File: src/rtl/game_pkg.sv
// Shared game-core definitions: FSM state encoding and the display-facing
// widths used by both the stats block and the seven-segment controller.
package game_pkg;

  typedef enum logic [1:0] {
    IDLE      = 2'd0,
    PLAYING   = 2'd1,
    INVULN    = 2'd2,
    GAME_OVER = 2'd3
  } state_t;

  localparam int SCORE_W           = 7;
  localparam int LIVES_W           = 2;
  localparam int DISPLAY_MAX_SCORE = 99;

endpackage

File: src/rtl/game_stats_invuln_timer.sv
// Post-hit invulnerability timer: loadable down-counter advanced by the frame
// tick. expire pulses combinationally on the tick that empties the counter so
// the owning FSM can leave its invulnerable state on that same edge.
module invuln_timer #(
  parameter int INVULN_TICKS = 60
) (
  input  logic clk,
  input  logic rst,
  input  logic clear,
  input  logic load,
  input  logic tick,
  output logic active,
  output logic expire
);

  localparam int                CNT_W    = $clog2(INVULN_TICKS + 1);
  localparam logic [CNT_W-1:0]  LOAD_VAL = CNT_W'(INVULN_TICKS);
  localparam logic [CNT_W-1:0]  ONE      = CNT_W'(1);

  logic [CNT_W-1:0] cnt;

  assign active = (cnt != '0);
  // A clear or reload on the same cycle supersedes the final tick.
  assign expire = tick && (cnt == ONE) && !load && !clear;

  // Down-counter: clear beats load, load beats tick.
  always_ff @(posedge clk or posedge rst) begin
    if (rst) begin
      cnt <= '0;
    end else if (clear) begin
      cnt <= '0;
    end else if (load) begin
      cnt <= LOAD_VAL;
    end else if (tick && active) begin
      cnt <= cnt - ONE;
    end
  end

endmodule

File: src/rtl/game_stats.sv
// Score / lives bookkeeping for the game core. Turns single-cycle gameplay
// events into the saturating 0..MAX_SCORE score, the lives count, the one-time
// extra-life bonus, the post-hit invulnerability window and game-over flag.
module game_stats
  import game_pkg::*;
#(
  parameter int START_LIVES  = 3,
  parameter int MAX_LIVES    = 3,
  parameter int MAX_SCORE    = 99,
  parameter int BONUS_SCORE  = 50,
  parameter int INVULN_TICKS = 60
) (
  input  logic               clk,
  input  logic               rst,
  input  logic               tick,
  input  logic               game_start,
  input  logic               alien_hit,
  input  logic [3:0]         alien_pts,
  input  logic               player_hit,
  output logic [SCORE_W-1:0] score,
  output logic [LIVES_W-1:0] lives,
  output logic               playing,
  output logic               invuln,
  output logic               game_over,
  output logic               bonus_pulse
);

  localparam logic [7:0]         MAX_SCORE_8 = 8'(MAX_SCORE);
  localparam logic [7:0]         BONUS_8     = 8'(BONUS_SCORE);
  localparam logic [2:0]         MAX_LIVES_3 = 3'(MAX_LIVES);
  localparam logic [LIVES_W-1:0] START_L     = LIVES_W'(START_LIVES);

  // Clamp the widened sum so the score never wraps past the display limit.
  function automatic logic [7:0] sat_score(input logic [7:0] sum);
    return (sum > MAX_SCORE_8) ? MAX_SCORE_8 : sum;
  endfunction

  state_t     state, state_next;
  logic       bonus_done;
  logic [7:0] score_sum, score_sat;
  logic [2:0] lives_bonus, lives_net;
  logic       in_game, scoring, bonus_fire, bonus_inc, hit_take;
  logic       timer_load, timer_active, timer_expire;

  invuln_timer #(.INVULN_TICKS(INVULN_TICKS)) u_timer (
    .clk    (clk),
    .rst    (rst),
    .clear  (game_start),
    .load   (timer_load),
    .tick   (tick),
    .active (timer_active),
    .expire (timer_expire)
  );

  // Event arithmetic: the bonus life is applied before a same-cycle player hit.
  always_comb begin
    in_game     = (state == PLAYING) || (state == INVULN);
    scoring     = alien_hit && in_game;
    score_sum   = {1'b0, score} + {4'b0, alien_pts};
    score_sat   = sat_score(score_sum);
    bonus_fire  = scoring && !bonus_done &&
                  ({1'b0, score} < BONUS_8) && (score_sat >= BONUS_8);
    bonus_inc   = bonus_fire && ({1'b0, lives} < MAX_LIVES_3);
    lives_bonus = {1'b0, lives} + {2'b0, bonus_inc};
    hit_take    = player_hit && (state == PLAYING);
    lives_net   = lives_bonus - {2'b0, hit_take};
    timer_load  = hit_take && (lives_net != 3'd0) && !game_start;
  end

  // Next-state selection; game_start overrides everything else.
  always_comb begin
    state_next = state;
    unique case (state)
      IDLE:      state_next = IDLE;
      PLAYING:   if (hit_take) state_next = (lives_net == 3'd0) ? GAME_OVER : INVULN;
      INVULN:    if (timer_expire || !timer_active) state_next = PLAYING;
      GAME_OVER: state_next = GAME_OVER;
    endcase
    if (game_start) state_next = PLAYING;
  end

  // State, counters and registered status flags.
  always_ff @(posedge clk or posedge rst) begin
    if (rst) begin
      state       <= IDLE;
      score       <= '0;
      lives       <= START_L;
      bonus_done  <= 1'b0;
      bonus_pulse <= 1'b0;
      playing     <= 1'b0;
      invuln      <= 1'b0;
      game_over   <= 1'b0;
    end else begin
      state       <= state_next;
      playing     <= (state_next == PLAYING) || (state_next == INVULN);
      invuln      <= (state_next == INVULN);
      game_over   <= (state_next == GAME_OVER);
      bonus_pulse <= bonus_fire && !game_start;
      if (game_start) begin
        score      <= '0;
        lives      <= START_L;
        bonus_done <= 1'b0;
      end else if (in_game) begin
        if (scoring)    score      <= score_sat[SCORE_W-1:0];
        if (bonus_fire) bonus_done <= 1'b1;
        lives <= lives_net[LIVES_W-1:0];
      end
    end
  end

endmodule

File: config.mk
export PLATFORM = sky130hd
export DESIGN_NAME = game_stats
export DESIGN_NICKNAME = d
export VERILOG_FILES = /design/src/rtl/game_pkg.sv /design/src/rtl/game_stats_invuln_timer.sv /design/src/rtl/game_stats.sv
export SDC_FILE = /design/constraint.sdc
export NUM_CORES = 1
export LEC_CHECK = 0
export CELL_PAD_IN_SITES_DETAIL_PLACEMENT = 1
export CELL_PAD_IN_SITES_GLOBAL_PLACEMENT = 2
export CORE_MARGIN = 4
export CORE_UTILIZATION = 36
export CTS_CLUSTER_DIAMETER = 150
export CTS_CLUSTER_SIZE = 10
export DETAILED_ROUTE_END_ITERATION = 10
export HOLD_SLACK_MARGIN = 0.06
export PLACE_DENSITY_LB_ADDON = 0.25
export SLEW_MARGIN = 20
export SYNTH_ARGS = -nofsm -noshare
export SYNTH_HDL_FRONTEND = slang
export SYNTH_HIERARCHICAL = 1
export SYNTH_SLANG_ARGS = --single-unit
File: constraint.sdc
create_clock -name clk -period 14.33 [get_ports clk]
set_clock_uncertainty 0.05 [all_clocks]
set_input_delay 2.866 -clock clk [delete_from_list [all_inputs] [get_ports clk]]
set_output_delay 2.866 -clock clk [all_outputs]
set_load 0.05 [all_outputs]
After elaboration in Yosys (flattened, before gate mapping)
Cells that the tools add are included.
{"block": "word_totals", "ff_bits": 22, "in_bits": 10, "output_inout_bits": 13}
{"block": "classes", "reduce_logical": 30, "order_cmp": 4, "eq_ne": 7, "n_mux": 17, "add_sub_neg": 4}
{"operator": "two-way mux 7 bit", "n": 3}
{"operator": "two-way mux 6 bit", "n": 3}
{"operator": "logical AND 1 bit", "n": 13}
{"operator": "two-way mux 2 bit", "n": 5}
{"operator": "adder 7 x 4 -> 8 bit", "n": 1}
{"operator": "== test 2 bit (second input constant)", "n": 4}
{"operator": "greater-or-equal comparator 8 x 6 -> 1 bit (second input constant)", "n": 1}
{"operator": "greater-than comparator 8 x 7 -> 1 bit (second input constant)", "n": 1}
{"operator": "two-way mux 8 bit", "n": 1}
{"operator": "one-hot mux 2 bit (4 select lines)", "n": 1}
{"operator": "< comparator 7 x 6 -> 1 bit (second input constant)", "n": 1}
{"operator": "== test 6 x 1 -> 1 bit (second input constant)", "n": 1}
{"operator": "nonzero test 2 bit", "n": 3}
{"operator": "nonzero test 3 bit", "n": 2}
{"operator": "nonzero test 6 bit", "n": 1}
{"operator": "subtractor 6 x 1 -> 6 bit (second input constant)", "n": 1}
{"operator": "== test 2 x 1 -> 1 bit (second input constant)", "n": 2}
{"operator": "zero test 1 bit", "n": 4}
{"operator": "two-way mux 1 bit", "n": 4}
{"operator": "AND reduction 2 bit", "n": 2}
{"operator": "adder 2 x 1 -> 3 bit", "n": 1}
{"operator": "zero test 3 bit", "n": 1}
{"operator": "logical OR 1 bit", "n": 3}
{"operator": "subtractor 3 x 1 -> 3 bit", "n": 1}
{"operator": "2 further kinds", "n": 2}

Depth between registers and ports, before layout
Gate-level depths: netlist of the first run.
{"block": "logic_depth", "ltp_word": 21, "ltp_mapped": 23, "depth_no_buf": 23}

Modules after synthesis
Netlist of the first run, hierarchy kept.
{"module": "game_stats", "n_inst": 1, "area_per_inst_um2": 1271.2, "cells_per_inst": 141}
{"module": "invuln_timer", "n_inst": 1, "area_per_inst_um2": 396.6, "cells_per_inst": 43}

Least setup slack after synthesis of the first run
OpenSTA, ideal clock, no wires.
{"block": "synth_timing", "path_kind": "in2reg", "from": "input port alien_pts[0]", "to": "register playing", "arrival_time_ps": 6924, "stages": 23, "path_slack_ps": 7293, "n_path_buf": 0, "path_cell_list": "ha_1 fa_1 a21o_1 a21oi_2 and4b_1 o32a_1 o21ai_1 ha_1 inv_1 ha_1 fa_1 xnor2_1 nor3_1 nor3b_1 nor2_1 nand4_1 nor2_1 inv_1 nand3_1 a221o_1 a21oi_1 ha_1 inv_1"}
{"block": "synth_via", "elab_chain_cells": 20, "elab_cells_between_ends": 24, "classes_between": "add/sub: 3; order compare: 2; eq/ne: 2; mux: 6; reduce/logical: 11"}
{"item": "start, declared", "line_no": "game_stats.sv:18", "source": "input logic [3:0] alien_pts,"}
{"item": "adder 7 x 4 -> 8 bit (*)", "line_no": "game_stats.sv:59", "source": "score_sum = {1'b0, score} + {4'b0, alien_pts};"}
{"item": "greater-than comparator 8 x 7 -> 1 bit", "line_no": "game_stats.sv:35", "source": "return (sum > MAX_SCORE_8) ? MAX_SCORE_8 : sum;"}
{"item": "two-way mux 8 bit (*)", "line_no": "game_stats.sv:35"}
{"item": "greater-or-equal comparator 8 x 6 -> 1 bit (*)", "line_no": "game_stats.sv:62", "source": "({1'b0, score} < BONUS_8) && (score_sat >= BONUS_8);"}
{"item": "logical AND 1 bit (*)", "line_no": "game_stats.sv:62"}
{"item": "logical AND 1 bit (*)", "line_no": "game_stats.sv:63", "source": "bonus_inc = bonus_fire && ({1'b0, lives} < MAX_LIVES_3);"}
{"item": "adder 2 x 1 -> 3 bit (*)", "line_no": "game_stats.sv:64", "source": "lives_bonus = {1'b0, lives} + {2'b0, bonus_inc};"}
{"item": "subtractor 3 x 1 -> 3 bit (*)", "line_no": "game_stats.sv:66", "source": "lives_net = lives_bonus - {2'b0, hit_take};"}
{"item": "[... 3 more ...]"}
{"item": "named net timer_load", "line_no": "game_stats.sv:43", "source": "logic timer_load, timer_active, timer_expire;"}
{"item": "[... 1 more ...]"}
{"item": "logical AND 1 bit (*) (2 in series)", "line_no": "game_stats_invuln_timer.sv:24", "source": "assign expire = tick && (cnt == ONE) && !load && !clear;"}
{"item": "named net timer_expire", "line_no": "game_stats.sv:43"}
{"item": "logical OR 1 bit (*)", "line_no": "game_stats.sv:76", "source": "INVULN: if (timer_expire || !timer_active) state_next = PLAYING;"}
{"item": "two-way mux 2 bit (*)", "line_no": "game_stats.sv:76"}
{"item": "one-hot mux 2 bit (4 select lines) (*)", "line_no": "game_stats.sv:73", "source": "unique case (state)"}
{"item": "two-way mux 2 bit (*)", "line_no": "game_stats.sv:79", "source": "if (game_start) state_next = PLAYING;"}
{"item": "== test 2 x 1 -> 1 bit or == test 2 bit (tied branches)", "line_no": "game_stats.sv:95", "source": "playing <= (state_next == PLAYING) || (state_next == INVULN);"}
{"item": "logical OR 1 bit (*)", "line_no": "game_stats.sv:95"}
{"item": "end signal, assigned", "line_no": "game_stats.sv:95"}
{"item": "end, declared", "line_no": "game_stats.sv:22", "source": "output logic playing,"}
Mark *: on every way through the listed nets, which the timed path passes. The rest lies on a longest branch.
A chain may end at the register's enable or synchronous reset.

Worst setup path in the final report of the first run
Same ends and word-level chain as after synthesis.

==> reports/metrics.cfg, run 1 <==
[outcome]
status=complete, no violations

[timing]
max_freq_mhz=127.6
period_minus_slack_ns=7.839
whs_ns=0.5269
tightest_slew_ns=0.7383
setup_viol=0
rsz0062_at_grt=no
finalCritPeriodShare_pct=54.70
relSlewSlack_pct=50.62
hold_violations=0
slew_viol_final=0
tns_ns=0

[yosys]
netlist_instances=184
syn-num-nets=211
ys_seq_elements=22
synth_ff_type=dfrtp_1
avgSynthCellArea_um2=9.064
synth_edf_count=0
yosysWarnings=6
async_flop_share_pct=100.0
yosysSeqAreaShare_pct=33.16
synth_area_mm2=0.001668
yosysUniqueCellTypes=51

[worst_setup_path]
r2r_cells=23
critPathMaxFanout=6
crit_chain=clkdlybuf4s50_1 > ha_1 > fa_1 > a21o_1 > a21oi_2 > nor3b_2 > o32a_1 > o21ai_1 > ha_1 > inv_1 > ha_1 > fa_1 > xnor2_1 > nor3_1 > nor3b_1 > nor2_1 > nand4_1 > nor2_1 > inv_1 > nand3_1 > a221o_1 > a21oi_1 > ha_1 > inv_1
cp_top_family=adder cells
slowest_delay_ns=0.49
cp_common_cell=ha_1
critPathSlowestCell=nor3b_1
cp.depth=24
cp.required_ns=14.48
setup.worst_path.start_class=input pin
r2r_start=score[0]
critPathKind=in2reg
cp.arrival_ns=7.99
crit_buf_inv=4
critPathLaunch=alien_pts[0]
crit_path_end_kind=register

[placement]
gp_congestion=0.8369
io_buffer_count=22
dp.final_hpwl_mm=3.447
place_inst=252

[die]
io_pins=23
start_util_pct=37.78
dieArea_mm2=0.005786
dieHeight_um=76.07
core_area_mm2=0.004414
dieWidth_um=76.07
row_count=24

[detailed_routing]
routed_wl_mm=4.550
wl_per_cell_um=17.77
viasPerCell=5.715
vias=1463
firstDrtPassIters=4
route.detailed.drc=0
final_antenna_net_count=0
drt_iter0_markers=60

[power_and_ir_drop]
p_leak_nw=0.8664
vdd_drop_max_uv=85.00
powerDensity_mw_per_mm2=131.3
totalPowerFinal_uw=257.9

[clocking]
post_cts_buffers=0
cts_buffer_depth=2
cts_tree=built
htree_levels=1
cts_resized=0
cts_num_sinks=22
numCtsBuffers=3
cts_root_buf=clkbuf_8
clk_pin_slew_ns=0.09
hold_buffers=0
clk_latency_ns=0.26

[cells_and_area]
fin_nets=232
fill_cells=523
drive_gt1_share_pct=7.843
areaGrowthSynthToFinish_pct=17.78
fin_cells=256
diodes=0

[global_routing]
grt_pass1_wl_mm=7.631
grt-ovfl-total=0
grt_max_degree=19
antenna_found_initial=0
grt_pass1_vias=1483
grtUsageTotal_pct=15.55

[hold_path]
hold_path.class=reg2reg
min_path_cells=2
min-delay-start=score[3]

[flow_run]
drv_cap=0

## cell families after synthesis
| kind of cell | count (synthesis) | synth area share, % |
|---|---|---|
| multiplexers | 3 | 1.875 |
| flip-flops | 22 | 33.16 |
| XOR/XNOR | 5 | 2.626 |
| AND/OR/NAND/NOR | 58 | 18.08 |
| adder cells (fa/ha/maj) | 17 | 13.65 |
| buffers and inverters | 23 | 5.851 |
| AO/OA/AOI/OAI | 56 | 24.76 |
## path summary, 6_finish.rpt
path / end / slack (ns)
min in group asynchronous: u_timer/cnt[1] / 2.81
setup / recovery: playing / 6.49
hold reg to reg: score[3] / 0.53
max in group asynchronous: score[4] / 10.84
setup reg to reg: playing / 9.12
hold / removal: score[3] / 0.53
## worst register-to-register path, delay by kind of cell, from the launching register on
kind            cells  cell delay, ns
fa+ha+maj           6            1.76
simple gates        7            1.31
buf+inv             3            0.17
xor+xnor            1            0.15
compound gates      6            1.30
flops               1            0.41
## routing by layer
layer / wire length (µm) / global-route usage (%) / share of wire (%) / vias up
met5: 0 / 0 / 0 / -
met4: 35 / 2.098 / 0.77 / 0
met3: 143 / 2.719 / 3.1 / 4
met2: 2039 / 24.83 / 45 / 31
met1: 2332 / 22.45 / 51 / 718
li1: - / - / - / 710
## cell usage in the layout (no fill, tap or decap), types with 2 or more instances in the layout
cell type | Yosys | layout
o31ai_1 | 3 | 3
o2bb2ai_1 | 3 | 3
nor3_1 | 8 | 8
nor3b_1 | 4 | 4
ha_1 | 15 | 15
nand2_1 | 16 | 16
fa_1 | 2 | 2
o21ai_0 | 4 | 4
inv_1 | 17 | 17
o21ai_1 | 2 | 2
a31oi_1 | 4 | 4
o211ai_1 | 2 | 2
a21o_1 | 3 | 3
o211a_1 | 2 | 2
dfrtp_1 | 20 | 20
clkbuf_8 | 0 | 3
o22ai_1 | 3 | 3
nand3_1 | 3 | 3
a21oi_1 | 13 | 13
a311oi_1 | 2 | 2
nand4_1 | 3 | 3
clkdlybuf4s50_1 | 0 | 22
and2_1 | 2 | 2
mux2i_1 | 2 | 2
a21oi_2 | 2 | 2
dfstp_2 | 2 | 2
xnor2_1 | 4 | 4
nor2_1 | 15 | 15
## cell usage after synthesis (4+ instances only)
| master | number | share of area [%] |
|---|---|---|
| nand2_1 | 16 | 3.6 |
| a31oi_1 | 4 | 1.5 |
| a21oi_1 | 13 | 3.9 |
| ha_1 | 15 | 11 |
| nor3_1 | 8 | 2.4 |
| o21ai_0 | 4 | 1.2 |
| xnor2_1 | 4 | 2.1 |
| inv_1 | 17 | 3.8 |
| dfrtp_1 | 20 | 30 |
| nor2_1 | 15 | 3.4 |
| nor3b_1 | 4 | 1.8 |
## report_power, final
part	total (mW)	leakage, nW	switching [mW]	internal, mW
clock network	0.0406	0.0228	0.0208	0.0198
registers	0.0891	0.288	0.0151	0.0739
logic	0.128	0.556	0.0786	0.0496
## registers in the layout, indices dropped and copies added (netlist names)
| name | cells |
|---|---|
| game_over | 1 |
| u_timer/cnt | 6 |
| bonus_pulse | 1 |
| bonus_done | 1 |
| playing | 1 |
| lives | 2 |
| score | 7 |
| invuln | 1 |
| state | 2 |
## area by class of cell
class	count	area [µm²]	share of cell area (%)
Multi-Input combinational cell	139	1017	51.78
Sequential cell	22	553.0	28.15
Timing Repair Buffer	22	220.2	11.21
Tap cell	52	65.06	3.312
Inverter	17	63.81	3.248
Clock buffer	4	45.04	2.293
## per-stage QoR
step                util, %  area, µm²  worst slack [ns]
floorplan                 -       1668             7.293
global placement      43.48       1919             6.458
detailed placement    43.48       1919             6.268
CTS                   44.50       1964             6.517
global route          44.50       1964             6.111
finish                44.50       1964             6.491
No activity file was read; power rests on OpenSTA's default activity.
==> run 2: changes to the inputs <==
--- a/config.mk
+++ b/config.mk
@@ -8,7 +8,7 @@
 export CELL_PAD_IN_SITES_DETAIL_PLACEMENT = 1
 export CELL_PAD_IN_SITES_GLOBAL_PLACEMENT = 2
 export CORE_MARGIN = 4
-export CORE_UTILIZATION = 36
+export CORE_UTILIZATION = 30
 export CTS_CLUSTER_DIAMETER = 150
 export CTS_CLUSTER_SIZE = 10
 export DETAILED_ROUTE_END_ITERATION = 10
==> constraint.sdc (replaced) <==
create_clock -name clk -period 6.89 [get_ports clk]
set_clock_uncertainty 0.05 [all_clocks]
set_input_delay 1.378 -clock clk [delete_from_list [all_inputs] [get_ports clk]]
set_output_delay 1.378 -clock clk [all_outputs]
set_load 0.05 [all_outputs]
==> run 2 against run 1 <==
Effect of this change:
- combinational power up 110%
- critical path type unchanged
- register-to-register slack worse by 7.4 ns
- routed wire length is 1.1% higher
- cell area is 1.5% higher
- critical endpoint is now game_over
- critical path depth fell by 1
- hold slack worse by 0.0056 ns
==> reports/metrics.cfg, run 2 (synthesis gave the netlist of run 1 again) <==
[outcome]
status=complete, no violations  ; unchanged

[timing]
tns_ns=0  ; unchanged
rsz0062_at_grt=no  ; unchanged
hold_violations=0  ; unchanged
finalCritPeriodShare_pct=91.22
tightest_slew_ns=0.6646  ; was 0.7383 ns
setup_viol=0  ; unchanged
worst_slack_ns=0.6051  ; was 6.491 ns
whs_ns=0.5212  ; was 0.5269 ns
period_minus_slack_ns=6.285
max_freq_mhz=159.1
relSlewSlack_pct=55.64  ; was 50.62%
slew_viol_final=0  ; unchanged

[worst_setup_path]
setup.worst_path.start_class=input pin  ; unchanged
cp.arrival_ns=6.40  ; was 7.99 ns
crit_path_end_kind=register  ; unchanged
critPathKind=in2reg  ; unchanged
reg2reg_to=game_over  ; was playing
cp.required_ns=7.00  ; was 14.48 ns
r2r_cells=22  ; was 23
r2r_slack_ns=1.74  ; was 9.12 ns
r2r_start=score[0]  ; unchanged
critPathMaxFanout=4  ; was 6

[power_and_ir_drop]
powerDensity_mw_per_mm2=267.9  ; was 131.3 mW/mm²
p_leak_nw=0.8712  ; was 0.8664 nW
vdd_drop_max_uv=92.90  ; was 85.00 µV

[die]
dieHeight_um=82.56  ; was 76.07 µm
dieArea_mm2=0.006816  ; was 0.005786 mm²
start_util_pct=31.84  ; was 37.78%
core_area_mm2=0.005238  ; was 0.004414 mm²
dieWidth_um=82.56  ; was 76.07 µm
row_count=26  ; was 24
io_pins=23  ; unchanged

[hold_path]
hold_path.class=reg2reg  ; unchanged
hold_end=bonus_pulse  ; was score[3]
min_path_cells=2  ; unchanged
min-delay-start=bonus_done  ; was score[3]

[cells_and_area]
fin_nets=233  ; was 232
largest_register_ffs=7  ; unchanged
areaGrowthSynthToFinish_pct=19.58  ; was 17.78%
reg_top3=score x7, u_timer/cnt x6  ; unchanged
layout_commonest_cell=clkdlybuf4s50_1  ; unchanged
final_cell_mix=22 x clkdlybuf4s50_1, 20 x dfrtp_1, 17 x inv_1, 16 x nand2_1  ; unchanged
drive_gt1_share_pct=8.293  ; was 7.843%
largest-register=score  ; unchanged
fill_cells=614  ; was 523
fin_util_pct=38.08  ; was 44.50%
diodes=0  ; unchanged

[detailed_routing]
routed_wl_mm=4.598  ; was 4.550 mm
wl_per_cell_um=16.72  ; was 17.77 µm
viasPerCell=5.422  ; was 5.715
route.detailed.drc=0  ; unchanged
drt_iter0_markers=51  ; was 60
final_antenna_net_count=0  ; unchanged
vias=1491  ; was 1463
firstDrtPassIters=4  ; unchanged

[global_routing]
grtUsageTotal_pct=15.27  ; was 15.55%
grt_pass1_vias=1642  ; was 1483
antenna_found_initial=0  ; unchanged
grt_pass1_wl_mm=7.948  ; was 7.631 mm
grt-ovfl-total=0  ; unchanged
grt_max_degree=19  ; unchanged

[clocking]
clk_latency_ns=0.27  ; was 0.26 ns
cts_resized=0  ; unchanged
cts_tree=built  ; unchanged
numCtsBuffers=3  ; unchanged
cts_num_sinks=22  ; unchanged
cts_buffer_depth=2  ; unchanged
cts_root_buf=clkbuf_8  ; unchanged
post_cts_buffers=0  ; unchanged
htree_levels=1  ; unchanged
clk_pin_slew_ns=0.08  ; was 0.09 ns
hold_buffers=0  ; unchanged

[flow_run]
drv_cap=0  ; unchanged

[placement]
io_buffer_count=22  ; unchanged
dp.final_hpwl_mm=3.687  ; was 3.447 mm
gp_congestion=0.9060  ; was 0.8369
place_ws_ns=0.3352  ; was 6.268 ns

==> run 2: cell count changes in the layout (fill, tap and decap cells not counted) <==
cell / change
buf_4: +1
==> run 2: power breakdown <==
| part | switching [mW] | leakage, nW | internal [mW] |
|---|---|---|---|
| clock network | 0.0447 | 0.0228 | 0.0414 |
| logic | 0.160 | 0.561 | 0.103 |
| registers | 0.0313 | 0.288 | 0.154 |
==> run 2: area by class of cell <==
class	instances	area (µm²)	share of cell area [%]
clock buffers	4	45.04	2.258
flip-flops and latches	22	553.0	27.73
multi-input cells	139	1017	51.00
inverters	17	63.81	3.200
well taps	70	87.58	4.391
repair buffers	23	227.7	11.42
==> run 2: worst max-delay path: stages <==
cell and delay, ns:
clkdlybuf4s50_1 0.42, ha_1 0.27, fa_1 0.46, xnor2_1 0.18
o2bb2ai_1 0.14, a22oi_1 0.37, o32a_1 0.27, o21ai_1 0.10
ha_1 0.28, inv_1 0.04, ha_1 0.18, fa_1 0.37
xnor2_1 0.14, nor3_1 0.07, nor3b_1 0.44, nor2_1 0.17
nand4_1 0.12, nor2_1 0.04, inv_1 0.07, nand3_1 0.08
a221o_1 0.38, a21o_1 0.21, ha_1 0.20
==> run 2: metrics by stage <==
step / area (µm²) / total power [mW] / instances
2_1_floorplan: 1668 / 0.3765 / 184
3_3_place_gp: 1949 / 0.4441 / 271
3_5_place_dp: 1949 / 0.4527 / 271
4_1_cts: 1994 / 0.5397 / 275
5_1_grt: 1994 / 0.5763 / 275
6_report: 1994 / 0.5342 / 275
==> run 2: metal layers <==
| layer | vias to the layer above | share of wire (%) | track usage (%) |
|---|---|---|---|
| li1 | 709 | - | - |
| met1 | 744 | 45 | 18.98 |
| met2 | 29 | 50 | 26.28 |
| met3 | 9 | 2.3 | 2.061 |
| met4 | 0 | 2.5 | 6.536 |
| met5 | - | 0 | 0 |
==> run 2: worst max-delay path by stage <==
| stage | from | to | slack (ns) | cells past startpoint |
|---|---|---|---|---|
| floorplan | alien_pts[0] | playing | 1.34 | 23 |
| global placement | alien_pts[0] | game_over | 0.47 | 23 |
| detailed placement | alien_pts[0] | game_over | 0.34 | 23 |
| CTS | alien_pts[0] | game_over | 0.59 | 23 |
| global route | alien_pts[0] | playing | 0.16 | 24 |
| finish | alien_pts[0] | game_over | 0.61 | 23 |
==> run 3: changes to the inputs <==
--- a/config.mk
+++ b/config.mk
@@ -5,6 +5,7 @@
 export SDC_FILE = /design/constraint.sdc
 export NUM_CORES = 1
 export LEC_CHECK = 0
+export CAP_MARGIN = 20
 export CELL_PAD_IN_SITES_DETAIL_PLACEMENT = 1
 export CELL_PAD_IN_SITES_GLOBAL_PLACEMENT = 2
 export CORE_MARGIN = 4
==> results of run 3 <==
The final DEF is identical to that of run 2; final timing and power are the same.
